[src/rtl/cavlc_pkg.sv]
// Shared types and widths for the CAVLC bitstream fetch path.
// Holds the fetch FSM state type and buffer geometry.
package cavlc_pkg;

  localparam int WORD_W = 32;
  localparam int BUF_W  = 64;
  localparam int CNT_W  = 7;

  typedef enum logic [1:0] {
    ST_IDLE,
    ST_FILL,
    ST_RUN,
    ST_ERR
  } fetch_state_t;

endpackage

[src/rtl/bit_buffer.sv]
// 64-bit MSB-aligned bit buffer with shift-out and word merge.
// Valid bits sit at buf_q[63:64-count]; everything below is kept 0.
module bit_buffer
  import cavlc_pkg::*;
(
  input  logic              Clk,
  input  logic              nReset,
  input  logic              clear,
  input  logic              accept,
  input  logic [4:0]        shift_amt,
  input  logic [WORD_W-1:0] word_data,
  output logic [WORD_W-1:0] bits_out,
  output logic [CNT_W-1:0]  count_q,
  output logic [CNT_W-1:0]  count_d
);

  logic [BUF_W-1:0] buf_q;
  logic [BUF_W-1:0] buf_d;
  logic [BUF_W-1:0] shifted;
  logic [BUF_W-1:0] merged;
  logic [CNT_W-1:0] base;

  // Drop consumed bits, then append the new word right after the survivors.
  always_comb begin
    shifted = buf_q << shift_amt;
    base    = count_q - {2'b00, shift_amt};
    merged  = {word_data, {WORD_W{1'b0}}} >> base;
    buf_d   = shifted;
    count_d = base;
    if (accept) begin
      buf_d   = shifted | merged;
      count_d = base + 7'd32;
    end
    if (clear) begin
      buf_d   = '0;
      count_d = '0;
    end
  end

  // Buffer and fill-level registers.
  always_ff @(posedge Clk or negedge nReset) begin
    if (!nReset) begin
      buf_q   <= '0;
      count_q <= '0;
    end else begin
      buf_q   <= buf_d;
      count_q <= count_d;
    end
  end

  assign bits_out = buf_q[BUF_W-1:WORD_W];

endmodule

[src/rtl/bitstream_fetch_ctrl.sv]
// Bitstream fetch controller: word intake, bit shifting, underflow trap.
// Define CAVLC_BITCNT_EN to add the BitsConsumed running bit counter.
module bitstream_fetch_ctrl
  import cavlc_pkg::*;
#(
  parameter int READY_BITS = 32
) (
  input  logic              Clk,
  input  logic              nReset,
  input  logic              Start,
  input  logic              Stop,
  input  logic              WordValid,
  input  logic [WORD_W-1:0] WordData,
  output logic              WordReady,
  input  logic              ShiftEn,
  input  logic [4:0]        NumShift,
  output logic [WORD_W-1:0] BitsOut,
  output logic              BarrelShifterReady,
`ifdef CAVLC_BITCNT_EN
  output logic [31:0]       BitsConsumed,
`endif
  output logic              Underflow
);

  localparam logic [CNT_W-1:0] READY_CNT = CNT_W'(READY_BITS);

  fetch_state_t     state_q;
  fetch_state_t     state_d;
  logic             underflow_q;
  logic             underflow_d;
  logic [CNT_W-1:0] count_q;
  logic [CNT_W-1:0] count_d;
  logic             in_run;
  logic             bad_shift;
  logic             hold;
  logic             accept;
  logic [4:0]       shift_amt;

  // Handshake and shift qualification from registered state only.
  always_comb begin
    in_run    = (state_q == ST_RUN);
    WordReady = ((state_q == ST_FILL) || in_run) && (count_q <= 7'd32);
    bad_shift = in_run && ShiftEn && ({2'b00, NumShift} > count_q);
    hold      = Start || Stop || bad_shift;
    accept    = WordValid && WordReady && !hold;
    shift_amt = (in_run && ShiftEn && !hold) ? NumShift : 5'd0;
  end

  bit_buffer u_buf (
    .Clk       (Clk),
    .nReset    (nReset),
    .clear     (Start),
    .accept    (accept),
    .shift_amt (shift_amt),
    .word_data (WordData),
    .bits_out  (BitsOut),
    .count_q   (count_q),
    .count_d   (count_d)
  );

  // Next-state logic; Start wins over Stop, both over normal flow.
  always_comb begin
    state_d     = state_q;
    underflow_d = underflow_q;
    if (Start) begin
      state_d     = ST_FILL;
      underflow_d = 1'b0;
    end else if (Stop) begin
      state_d = ST_IDLE;
    end else begin
      unique case (state_q)
        ST_IDLE: state_d = ST_IDLE;
        ST_FILL: begin
          if (count_d >= READY_CNT) state_d = ST_RUN;
        end
        ST_RUN: begin
          if (bad_shift) begin
            state_d     = ST_ERR;
            underflow_d = 1'b1;
          end
        end
        ST_ERR: state_d = ST_ERR;
      endcase
    end
  end

  // FSM state and sticky underflow flag.
  always_ff @(posedge Clk or negedge nReset) begin
    if (!nReset) begin
      state_q     <= ST_IDLE;
      underflow_q <= 1'b0;
    end else begin
      state_q     <= state_d;
      underflow_q <= underflow_d;
    end
  end

  assign Underflow          = underflow_q;
  assign BarrelShifterReady = in_run && (count_q >= READY_CNT);

`ifdef CAVLC_BITCNT_EN
  logic [31:0] bitcnt_q;
  logic [31:0] bitcnt_d;

  // Running total of shifted bits, cleared by Start.
  always_comb begin
    bitcnt_d = bitcnt_q + {27'd0, shift_amt};
    if (Start) bitcnt_d = '0;
  end

  // Bit counter register.
  always_ff @(posedge Clk or negedge nReset) begin
    if (!nReset) bitcnt_q <= '0;
    else         bitcnt_q <= bitcnt_d;
  end

  assign BitsConsumed = bitcnt_q;
`endif

endmodule

[config.mk]
export PLATFORM = sky130hd
export DESIGN_NAME = bitstream_fetch_ctrl
export DESIGN_NICKNAME = d
export VERILOG_FILES = /design/src/rtl/cavlc_pkg.sv /design/src/rtl/bit_buffer.sv /design/src/rtl/bitstream_fetch_ctrl.sv
export SDC_FILE = /design/constraint.sdc
export NUM_CORES = 1
export LEC_CHECK = 0
export CORE_MARGIN = 3
export CORE_UTILIZATION = 25
export CTS_BUF_LIST = sky130_fd_sc_hd__clkbuf_8
export DETAILED_ROUTE_END_ITERATION = 6
export GPL_ROUTABILITY_DRIVEN = 0
export RECOVER_POWER = 50
export SLEW_MARGIN = 20
export SYNTH_ARGS = -nofsm -noshare
export SYNTH_HDL_FRONTEND = slang
export SYNTH_HIERARCHICAL = 1
export SYNTH_SLANG_ARGS = --single-unit
[constraint.sdc]
create_clock -name Clk -period 7.75 [get_ports Clk]
set_input_delay 1.1625 -clock Clk [delete_from_list [all_inputs] [get_ports Clk]]
set_output_delay 1.1625 -clock Clk [all_outputs]
set_load 0.005 [all_outputs]
==> impl_metrics.csv <==
group,metric,value,unit
status,status,"complete, but fails checks",
status,violations,"capacitance limit, slew limit",
job,maxCapViolations,1,
detailed_routing,drtIter0Drc,1164,
clocking,cts-root-buf,"clkbuf_8",
logic_synthesis,synth_edf_count,0,
global_route,overflow,0,
layout,multi_input_area,6265,sq um
logic_synthesis,ys_warn_count,6,
power,peakVddDrop,0.00007189,V
clocking,cts.sinks,74,
logic_synthesis,netlist_area,8787,sq um
layout,fin_util,0.2855,
floorplanning,die_w,193.5,um
floorplanning,ios,78,
sta,setup_viol,0,
logic_synthesis,synth.most_common_cell,"nand2_1",
placement,dp_slack,1.584,ns
sta,timing.fmax,165.7,MHz
logic_synthesis,synth_cells,1016,
sta,setup_tns,0,ns
layout,final_cell_area,9887,sq um
logic_synthesis,syn_avg_cell_area,8.649,sq um
logic_synthesis,synthDominantAreaCellType,"dfrtp_1",
sta,rsz0062_at_grt,"no",
clocking,cts_buffers,9,
layout,instances_no_fill,1476,
clocking,clk_path_buf_depth,2,
detailed_routing,firstDrtPassIters,6,
setup_path,r2r_slack,2.48,ns
detailed_routing,wirelength,32350,um
logic_synthesis,synth-seq-area-share,0.2107,
floorplanning,initial_core_util,0.2538,
min_path,hp-class,"reg2reg",
logic_synthesis,yosys-top-cells-count,"nand2_1 (154), mux2i_1 (96), nor2_1 (87), dfrtp_1 (74)",
placement,dpl.hpwl,24820,um
setup_path,worstPathRequired,7.99,ns
clocking,cts_htree_levels,3,
layout,regArea,1852,sq um
detailed_routing,viasPerCell,5.803,
setup_path,crit_fanout,45,
sta,worst_clock_skew,0.01445,ns
sta,period_minus_slack,6.036,ns
logic_synthesis,synthArstFlopShare,1.000,
placement,io_buffers,77,
placement,placed_cells,1458,
placement,dpl-instance-area,9694,sq um
floorplanning,dieHeight,193.5,um
detailed_routing,drc,0,
logic_synthesis,synthDistinctLibCells,73,
sta,worstMarginPinSlew,3.218,ns
setup_path,r2r_cells,17,
setup_path,critPathKind,"in2reg",
sta,slew_headroom,-1.146,
logic_synthesis,ys_ff_latch,74,
clocking,post_cts_buffers,0,
layout,drive_gt1_frac,0.1539,
logic_synthesis,ys_top_cells_by_area,"dfrtp_1 (21%), mux4_2 (13%), mux2i_1 (11%)",
clocking,clock_latency,0.38,ns
global_route,grt_pass1_vias,8031,
detailed_routing,vias,8565,
layout,fill_cells,3651,
sta,layout_worst_path_cycle_share,0.7789,
global_route,grt.total_usage,0.1660,
setup_path,critPathLaunchType,"input pin",
sta,final-hold-violation-count,0,
clocking,ctsHoldBuffers,0,
clocking,clk_pin_slew,0.09,ns
sta,slew_violations,56,
detailed_routing,wire_per_inst,21.92,um
global_route,grt_max_degree,75,
clocking,cts_resized,0,
floorplanning,rows,68,
logic_synthesis,yosys.area.top_type_share,0.2107,
setup_path,endpoint_kind,"flip-flop",
power,power.density,124.6,nW/um^2
floorplanning,dieArea,37430,sq um
floorplanning,coreArea,34630,sq um
logic_synthesis,syn-num-nets,1074,
layout,area_growth_syn_to_layout,12.52,%
power,power_leakage,4.079,nW
setup_path,cp.arrival,6.28,ns
global_route,grt_pass1_wl,49510,um
layout,nets,1073,
sta,whs,0.5305,ns
global_route,antenna_found_initial,0,
logic_synthesis,synth_flop_cell,"dfrtp_1",
min_path,whs_path_depth,2,
clocking,cts_tree,"built",
detailed_routing,drtAntennaViolNets,0,
power,finalPower,1.231,mW
sta,layout_setup_ws,1.714,ns
==> critical path, stage by stage <==
cell and delay [ns]:
clkdlybuf4s50_1 0.43, ha_1 0.32, and4bb_2 0.24, a21boi_1 0.12
o21ai_0 0.35, and2b_1 0.25, and2_2 0.17, buf_4 0.47
fa_2 0.64, buf_4 0.30, mux4_2 0.35, mux2i_1 0.24
inv_1 0.07, mux2i_1 0.62, nor2_1 0.08, a21oi_1 0.26
o211ai_1 0.16
==> kinds of logic (layout without fill, tap and decap cells) <==
logic type                 Yosys count  after routing  synth area share
and+or+nand+nor                    324            324            0.1647
buffers and inverters              131            135           0.08173
other                                0              1                 0
DFF                                 74             74            0.2107
xor gates and xnor gates             8              8          0.007974
muxes                              188            188            0.2939
AOI/OAI and AO/OA                  276            276            0.2187
adders and majority gates           15             15           0.02221
==> power by group <==
group	internal, mW	total, mW	switching, mW
Sequential	0.410	0.444	0.0346
Clock	0.148	0.312	0.164
Combinational	0.196	0.475	0.279
Total	0.754	1.23	0.478
==> layout make-up <==
type	count	share of cell area
timing repair buffer	100	0.09441
sequential	74	0.1873
inverter	19	0.007213
tap	455	0.05758
clock inverter	7	0.007087
multi-input combinational	811	0.6336
antenna	1	0.0002531
clock buffer	9	0.01253
==> layout by cell type, fill, tap and decap left out, types with 13 or more instances in the layout <==
master / synthesis / routed
nand2_1: 154 / 154
clkdlybuf4s50_1: 0 / 60
dfrtp_1: 74 / 74
buf_4: 40 / 22
o211ai_1: 14 / 14
nand3_1: 16 / 16
mux2i_1: 96 / 96
dlygate4sd3_1: 0 / 16
ha_1: 14 / 13
mux4_2: 51 / 51
o21ai_0: 51 / 52
mux2_2: 38 / 38
nor2_1: 87 / 87
a22oi_1: 16 / 16
a21oi_1: 43 / 43
o221ai_1: 13 / 13
o22ai_1: 27 / 27
inv_1: 17 / 18
o22a_1: 13 / 13
==> worst paths after layout <==
check / start / endpoint
setup / recovery: NumShift[4] / u_buf/buf_q[2]$_DFF_PN0_
hold reg to reg: Underflow$_DFFE_PN0P_ / Underflow$_DFFE_PN0P_
min in group asynchronous: nReset / u_buf/buf_q[40]$_DFF_PN0_
hold / removal: Underflow$_DFFE_PN0P_ / Underflow$_DFFE_PN0P_
max in group asynchronous: nReset / u_buf/buf_q[13]$_DFF_PN0_
setup reg to reg: u_buf/count_q[4]$_DFF_PN0_ / u_buf/buf_q[2]$_DFF_PN0_
==> sequential cells by signal, summed over array words and instances, names as in the netlist <==
name           flops
state_q            2
u_buf/buf_q       64
u_buf/count_q      7
Underflow          1
==> metal layers <==
layer,global-route usage,wire length [um],part of all wire
met5,0,0,0
met4,0.05492,1020,0.032
met3,0.03135,3547,0.11
met2,0.2416,13680,0.42
met1,0.2462,14100,0.44
No activity file was read; power rests on OpenSTA's default activity.
